## src/rtl/lc3_mem_access_seq_if.sv

```systemverilog
// Handshake and datapath-control bundle between the LC-3 memory-access sequencer and the ISDU/datapath.
// MEM_READY_EN adds the Mem_Ready wait-extension input.
interface lc3_mem_access_seq_if;
  logic       Start;
  logic [3:0] Opcode;
`ifdef MEM_READY_EN
  logic       Mem_Ready;
`endif
  logic       ADDR1MUX;
  logic [1:0] ADDR2MUX;
  logic       GateMARMUX;
  logic       GateMDR;
  logic       GateSR;
  logic       LD_MAR;
  logic       LD_MDR;
  logic       MIO_EN;
  logic       LD_REG;
  logic       Mem_OE;
  logic       Mem_WE;
  logic       Busy;
  logic       Done;
  logic       Illegal;

  // Start is a request: it is only taken when Busy=0, and Done or Illegal pulses mark the end of that request.
  modport master (
    input  Start, Opcode,
`ifdef MEM_READY_EN
    input  Mem_Ready,
`endif
    output ADDR1MUX, ADDR2MUX, GateMARMUX, GateMDR, GateSR, LD_MAR, LD_MDR,
           MIO_EN, LD_REG, Mem_OE, Mem_WE, Busy, Done, Illegal
  );

  modport slave (
    output Start, Opcode,
`ifdef MEM_READY_EN
    output Mem_Ready,
`endif
    input  ADDR1MUX, ADDR2MUX, GateMARMUX, GateMDR, GateSR, LD_MAR, LD_MDR,
           MIO_EN, LD_REG, Mem_OE, Mem_WE, Busy, Done, Illegal
  );
endinterface

```

## src/rtl/lc3_mem_access_seq.sv

```systemverilog
// Sequences LC-3 LD/LDI/LDR/ST/STI/STR through the address adder, MAR/MDR and SRAM strobes.
// Optional build macro MEM_READY_EN: SRAM strobes also wait for Mem_Ready after MEM_WAIT cycles.
module lc3_mem_access_seq #(
  parameter int unsigned MEM_WAIT = 2
) (
  input  logic                  Clk,
  input  logic                  Reset,
  lc3_mem_access_seq_if.master  bus,
  output logic [2:0]            dbg_state_o
);

  typedef enum logic [2:0] {
    S_IDLE, S_ADDR, S_RD, S_IND, S_SD, S_WR, S_WB, S_DONE
  } state_e;

  localparam logic [3:0] WAIT_LAST = 4'(MEM_WAIT - 1);

  state_e     state_q, state_d;
  logic [3:0] cnt_q, cnt_d;
  logic       store_q, store_d;
  logic       indir_q, indir_d;
  logic       pass2_q, pass2_d;
  logic       illegal_q, illegal_d;
  logic       addr1_q, addr1_d;
  logic [1:0] addr2_q, addr2_d;
  logic       legal;
  logic       ready;
  logic       strobe_last;

`ifdef MEM_READY_EN
  assign ready = bus.Mem_Ready;
`else
  assign ready = 1'b1;
`endif

  // Counter saturates at the last wait cycle so Mem_Ready can stretch the strobe indefinitely.
  assign strobe_last = (cnt_q >= WAIT_LAST) && ready;

  always_comb begin
    legal = 1'b0;
    case (bus.Opcode)
      4'b0010, 4'b0011, 4'b1010, 4'b1011, 4'b0110, 4'b0111: legal = 1'b1;
      default: legal = 1'b0;
    endcase
  end

  always_ff @(posedge Clk) begin
    if (Reset) begin
      state_q   <= S_IDLE;
      cnt_q     <= 4'd0;
      store_q   <= 1'b0;
      indir_q   <= 1'b0;
      pass2_q   <= 1'b0;
      illegal_q <= 1'b0;
      addr1_q   <= 1'b0;
      addr2_q   <= 2'b11;
    end else begin
      state_q   <= state_d;
      cnt_q     <= cnt_d;
      store_q   <= store_d;
      indir_q   <= indir_d;
      pass2_q   <= pass2_d;
      illegal_q <= illegal_d;
      addr1_q   <= addr1_d;
      addr2_q   <= addr2_d;
    end
  end

  always_comb begin
    state_d   = state_q;
    cnt_d     = 4'd0;
    store_d   = store_q;
    indir_d   = indir_q;
    pass2_d   = pass2_q;
    illegal_d = 1'b0;
    addr1_d   = addr1_q;
    addr2_d   = addr2_q;
    case (state_q)
      S_IDLE: begin
        pass2_d = 1'b0;
        if (bus.Start) begin
          if (legal) begin
            state_d = S_ADDR;
            store_d = bus.Opcode[0];
            indir_d = bus.Opcode[3];
            addr1_d = ~bus.Opcode[2];
            addr2_d = bus.Opcode[2] ? 2'b10 : 2'b01;
          end else begin
            illegal_d = 1'b1;
          end
        end
      end
      S_ADDR: state_d = (store_q && !indir_q) ? S_SD : S_RD;
      S_RD: begin
        if (strobe_last) begin
          state_d = (indir_q && !pass2_q) ? S_IND : S_WB;
        end else begin
          cnt_d = (cnt_q >= WAIT_LAST) ? cnt_q : cnt_q + 4'd1;
        end
      end
      S_IND: begin
        pass2_d = 1'b1;
        state_d = store_q ? S_SD : S_RD;
      end
      S_SD: state_d = S_WR;
      S_WR: begin
        if (strobe_last) begin
          state_d = S_DONE;
        end else begin
          cnt_d = (cnt_q >= WAIT_LAST) ? cnt_q : cnt_q + 4'd1;
        end
      end
      S_WB:    state_d = S_DONE;
      S_DONE:  state_d = S_IDLE;
      default: state_d = S_IDLE;
    endcase
  end

  always_comb begin
    bus.GateMARMUX = 1'b0;
    bus.GateMDR    = 1'b0;
    bus.GateSR     = 1'b0;
    bus.LD_MAR     = 1'b0;
    bus.LD_MDR     = 1'b0;
    bus.MIO_EN     = 1'b0;
    bus.LD_REG     = 1'b0;
    bus.Mem_OE     = 1'b1;
    bus.Mem_WE     = 1'b1;
    bus.Done       = 1'b0;
    case (state_q)
      S_ADDR: begin
        bus.GateMARMUX = 1'b1;
        bus.LD_MAR     = 1'b1;
      end
      S_RD: begin
        bus.Mem_OE = 1'b0;
        bus.MIO_EN = 1'b1;
        bus.LD_MDR = strobe_last;
      end
      S_IND: begin
        bus.GateMDR = 1'b1;
        bus.LD_MAR  = 1'b1;
      end
      S_SD: begin
        bus.GateSR = 1'b1;
        bus.LD_MDR = 1'b1;
      end
      S_WR: bus.Mem_WE = 1'b0;
      S_WB: begin
        bus.GateMDR = 1'b1;
        bus.LD_REG  = 1'b1;
      end
      S_DONE:  bus.Done = 1'b1;
      default: ;
    endcase
  end

  assign bus.ADDR1MUX = addr1_q;
  assign bus.ADDR2MUX = addr2_q;
  assign bus.Busy     = (state_q != S_IDLE);
  assign bus.Illegal  = illegal_q;
  assign dbg_state_o  = state_q;

endmodule
```

## src/flat_wrapper.sv

```systemverilog
// flat-port wrapper written by rule: the top's interface ports become plain ports
module lc3_mem_access_seq_flat 
#(
  parameter int unsigned MEM_WAIT = 2
)
  (Clk, Reset, dbg_state_o, bus_Start, bus_Opcode, bus_ADDR1MUX, bus_ADDR2MUX, bus_GateMARMUX, bus_GateMDR, bus_GateSR, bus_LD_MAR, bus_LD_MDR, bus_MIO_EN, bus_LD_REG, bus_Mem_OE, bus_Mem_WE, bus_Busy, bus_Done, bus_Illegal);
  lc3_mem_access_seq_if bus_i ();
  input  logic Clk;
  input  logic Reset;
  output logic [2:0] dbg_state_o;
  input wire logic [$bits(bus_i.Start)-1:0] bus_Start;
  input wire logic [$bits(bus_i.Opcode)-1:0] bus_Opcode;
  output wire logic [$bits(bus_i.ADDR1MUX)-1:0] bus_ADDR1MUX;
  output wire logic [$bits(bus_i.ADDR2MUX)-1:0] bus_ADDR2MUX;
  output wire logic [$bits(bus_i.GateMARMUX)-1:0] bus_GateMARMUX;
  output wire logic [$bits(bus_i.GateMDR)-1:0] bus_GateMDR;
  output wire logic [$bits(bus_i.GateSR)-1:0] bus_GateSR;
  output wire logic [$bits(bus_i.LD_MAR)-1:0] bus_LD_MAR;
  output wire logic [$bits(bus_i.LD_MDR)-1:0] bus_LD_MDR;
  output wire logic [$bits(bus_i.MIO_EN)-1:0] bus_MIO_EN;
  output wire logic [$bits(bus_i.LD_REG)-1:0] bus_LD_REG;
  output wire logic [$bits(bus_i.Mem_OE)-1:0] bus_Mem_OE;
  output wire logic [$bits(bus_i.Mem_WE)-1:0] bus_Mem_WE;
  output wire logic [$bits(bus_i.Busy)-1:0] bus_Busy;
  output wire logic [$bits(bus_i.Done)-1:0] bus_Done;
  output wire logic [$bits(bus_i.Illegal)-1:0] bus_Illegal;
  assign bus_i.Start = bus_Start;
  assign bus_i.Opcode = bus_Opcode;
  assign bus_ADDR1MUX = bus_i.ADDR1MUX;
  assign bus_ADDR2MUX = bus_i.ADDR2MUX;
  assign bus_GateMARMUX = bus_i.GateMARMUX;
  assign bus_GateMDR = bus_i.GateMDR;
  assign bus_GateSR = bus_i.GateSR;
  assign bus_LD_MAR = bus_i.LD_MAR;
  assign bus_LD_MDR = bus_i.LD_MDR;
  assign bus_MIO_EN = bus_i.MIO_EN;
  assign bus_LD_REG = bus_i.LD_REG;
  assign bus_Mem_OE = bus_i.Mem_OE;
  assign bus_Mem_WE = bus_i.Mem_WE;
  assign bus_Busy = bus_i.Busy;
  assign bus_Done = bus_i.Done;
  assign bus_Illegal = bus_i.Illegal;
  lc3_mem_access_seq #(.MEM_WAIT(MEM_WAIT)) u_core (.Clk(Clk), .Reset(Reset), .bus(bus_i), .dbg_state_o(dbg_state_o));
endmodule
```

## config.mk

```make
export PLATFORM = sky130hd
export DESIGN_NAME = lc3_mem_access_seq_flat
export DESIGN_NICKNAME = d
export VERILOG_FILES = /design/src/rtl/lc3_mem_access_seq_if.sv /design/src/rtl/lc3_mem_access_seq.sv /design/src/flat_wrapper.sv
export SDC_FILE = /design/constraint.sdc
export NUM_CORES = 1
export LEC_CHECK = 0
export ABC_AREA = 0
export CAP_MARGIN = 20
export CORE_MARGIN = 2
export CORE_UTILIZATION = 35
export DETAILED_ROUTE_END_ITERATION = 16
export PLACE_DENSITY_LB_ADDON = 0.2
export SYNTH_ARGS = -nofsm -noshare
export SYNTH_HDL_FRONTEND = slang
export SYNTH_SLANG_ARGS = --single-unit
```

## constraint.sdc

```tcl
create_clock -name Clk -period 4.28 [get_ports Clk]
set_clock_uncertainty 0.2 [all_clocks]
set_input_delay 1.07 -clock Clk [delete_from_list [all_inputs] [get_ports Clk]]
set_output_delay 1.07 -clock Clk [all_outputs]
set_load 0.005 [all_outputs]
```

==> impl_metrics.py <==
metrics = {
    "routing": {
        "dr.pass1.iters": 4,
        "vias": 696,
        "drt_iter0_drc": 9,
        "vias_per_cell": 5.19,
        "wl_per_cell_um": 11.9,
        "drt_wl_total_um": 1590,
        "drtAntennaViolNets": 0,
        "drc": 0,
    },
    "logic_synthesis": {
        "yosysSeqAreaShare_pct": 37.3,
        "synth_warnings": 0,
        "netlist_instances": 86,
        "synth_edf_count": 0,
        "synth_cell_type_count": 38,
        "synth_area_sq_um": 751,
        "synth_ff_type": "dfxtp_1",
        "syn-mean-instance-area_sq_um": 8.73,
        "yosys-top-cells-area": "dfxtp_1 (37%), ha_1 (5.0%), a21oi_1 (4.0%)",
        "syn_nets": 96,
        "synth.largest_area_cell": "dfxtp_1",
        "synthArstFlopShare_pct": 0,
        "synth.top_cell.area_share_pct": 37.3,
        "synth.ff_latch_count": 14,
    },
    "layout": {
        "fillers": 196,
        "regArea_sq_um": 280,
        "multi_input_area_sq_um": 428,
        "post_route_cells_drive_above_1_share_pct": 6.54,
        "syn2layout_area_growth_pct": 36.3,
        "nNetsFinal": 119,
        "diodes": 0,
        "stdcell_count": 134,
    },
    "setup_path": {
        "crit_fanout": 21,
        "worstPathArrival_ps": 2010,
        "criticalPathCategory": "reg -> out",
        "cp_cell_sequence": "or3b_1, inv_1, clkdlybuf4s50_1",
        "rrSetupSlack_ps": 2430,
        "required_ps": 3010,
        "endpoint_kind": "output port",
        "slowest_stage": "dfxtp_1",
        "slowest_delay_ps": 720,
        "critPathLaunchType": "flip-flop",
    },
    "job": {
        "cap_violations": 0,
    },
    "power": {
        "pwr-share-seq_pct": 55.8,
        "p_sw_share_pct": 23.9,
        "vdd_ir_drop_max_mv": 0.208,
        "p_comb_share_pct": 16.8,
        "clockPowerShare_pct": 27.4,
        "switching_power_w": 0.0000612,
        "powerDensity_nw_per_um2": 250,
        "p_total_w": 0.000256,
        "power.leakage_nw": 0.403,
        "p_int_w": 0.000195,
    },
    "clock_network": {
        "cts_max_level": 1,
        "cts_made_buffers": 3,
        "cts-root-buf": "clkbuf_4",
        "post_cts_buffers": 0,
        "cts_tree": "built",
        "path_clk_slew_ps": 70,
        "cts_buffer_depth": 2,
        "hold_buffers": 0,
        "cts.repair.resized": 0,
        "cts_sinks": 14,
        "clock_latency_ps": 270,
    },
    "min_path": {
        "hp-class": "reg -> reg",
    },
    "global_route": {
        "first_global_vias": 639,
        "grt_usage_pct": 14.2,
        "grt_overflow": 0,
        "antenna_found_initial": 0,
        "grt_first_pass_wirelength_um": 2750,
        "grt_max_degree": 23,
    },
    "outcome": {
        "status": "finished, final reports clean",
    },
    "timing": {
        "setup_violations": 0,
        "post-route-period-util_pct": 76.7,
        "max_slew_margin_pct": 56.0,
        "timing.fmax_mhz": 305,
        "fin_crit_ps": 3280,
        "finalHoldViolCount": 0,
        "finalSetupTns_ps": 0,
        "grt_setup_unrepaired": "false",
        "slew_violations": 0,
        "worstMarginPinSlew_ps": 659,
    },
    "floorplan": {
        "dieArea_sq_um": 2530,
        "rows": 16,
        "core_area_sq_um": 2000,
        "fp.dieW_um": 50.3,
        "die_h_um": 50.3,
        "start_util_pct": 37.5,
        "io_pins": 25,
    },
    "place": {
        "placedCellCount": 131,
        "io_buffers": 24,
        "gp_congestion": 0.662,
        "hpwl_um": 1130,
    },
}
[through the flow]
stage,cell area (sq um),util [%],worst slack [ps],hold WS [ps]
floorplan,751,-,1820,233
global placement,1000,50.0,1320,254
detailed placement,1000,50.0,1300,257
CTS,1020,51.1,985,272
global route,1020,51.1,812,298
finish,1020,51.1,999,268
[synth_stat cells, drive strengths merged, types with 2 or more instances]
library cell  instances
a21oi                 6
a311oi                2
and3                  2
buf                   2
clkbuf                4
dfxtp                14
ha                    3
inv                   5
nand2                 2
nand2b                3
nand3                 2
nand3b                3
nor2                  6
nor2b                 3
o21a                  2
o21ai                 5
or4b                  3
[layout make-up]
cell class              count  share of cell area, %
clock buffers               3                   2.20
inverters                   5                   1.83
multi-input cells          61                   41.8
flip-flops and latches     14                   27.4
well taps                  27                   3.30
repair buffers             24                   23.5
[worst max-delay path: cells and delay by family, from the launching register on]
| family | cells | cell delay [ps] |
|---|---|---|
| and+or+nand+nor | 1 | 450 |
| DFF | 1 | 720 |
| buffers and inverters | 2 | 560 |
[state kept, by name, summed over array words and instances, names as in the netlist]
register	count
u_core.bus.ADDR1MUX	1
u_core.bus.ADDR2MUX	2
u_core.bus.Illegal	1
u_core.cnt_q	4
u_core.dbg_state_o	3
u_core.indir_q	1
u_core.pass2_q	1
u_core.store_q	1
[power groups by stage]
stage | registers, W | logic, W | clock network [W]
after floorplan | 0.000141 | 0.0000247 | 0
after global placement | 0.000146 | 0.0000427 | 0
after detailed placement | 0.000146 | 0.0000432 | 0
after CTS | 0.000143 | 0.0000434 | 0.0000750
after global routing | 0.000144 | 0.0000467 | 0.0000802
final | 0.000143 | 0.0000431 | 0.0000702
[cells by family (layout without fill, tap and decap cells)]
logic type | count (synthesis) | after routing | share of synthesized area [%]
other | 1 | 1 | 0.500
buffers and inverters | 11 | 32 | 5.67
adders and majority gates | 3 | 3 | 5.00
and+or+nand+nor | 32 | 32 | 29.0
DFF | 14 | 14 | 37.3
xor gates and xnor gates | 1 | 1 | 1.17
AOI/OAI and AO/OA | 24 | 24 | 21.3
[final timing paths]
check	start	endpoint	cells past startpoint
hold reg to reg	u_core.bus.ADDR2MUX[1]$_SDFFE_PP1P_	u_core.bus.ADDR2MUX[1]$_SDFFE_PP1P_	2
setup reg to reg	u_core.dbg_state_o[1]$_SDFFE_PP0P_	u_core.cnt_q[2]$_SDFF_PP0_	3
hold / removal	u_core.bus.ADDR2MUX[1]$_SDFFE_PP1P_	u_core.bus.ADDR2MUX[1]$_SDFFE_PP1P_	2
setup / recovery	u_core.dbg_state_o[1]$_SDFFE_PP0P_	bus_MIO_EN	3
[per-layer routing]
metal | vias to the layer above | GRT usage [%] | routed length (um)
met1 | 335 | 16.1 | 763
met4 | 0 | 4.05 | 0
met2 | 14 | 24.6 | 772
met3 | 0 | 5.36 | 56
met5 | - | 0 | 0
li1 | 347 | - | -
[layout by cell type, fill, tap and decap left out, drive strengths merged, types with 2 or more instances in the layout]
master         instances
clkbuf                 3
inv                    5
and3                   2
nor2b                  3
nand2                  2
clkdlybuf4s50         24
a311oi                 2
or4b                   3
a21oi                  6
dfxtp                 14
nand3b                 3
nand3                  2
ha                     3
nand2b                 3
o21ai                  5
nor2                   6
o21a                   2
No activity file was read; power rests on OpenSTA's default activity.
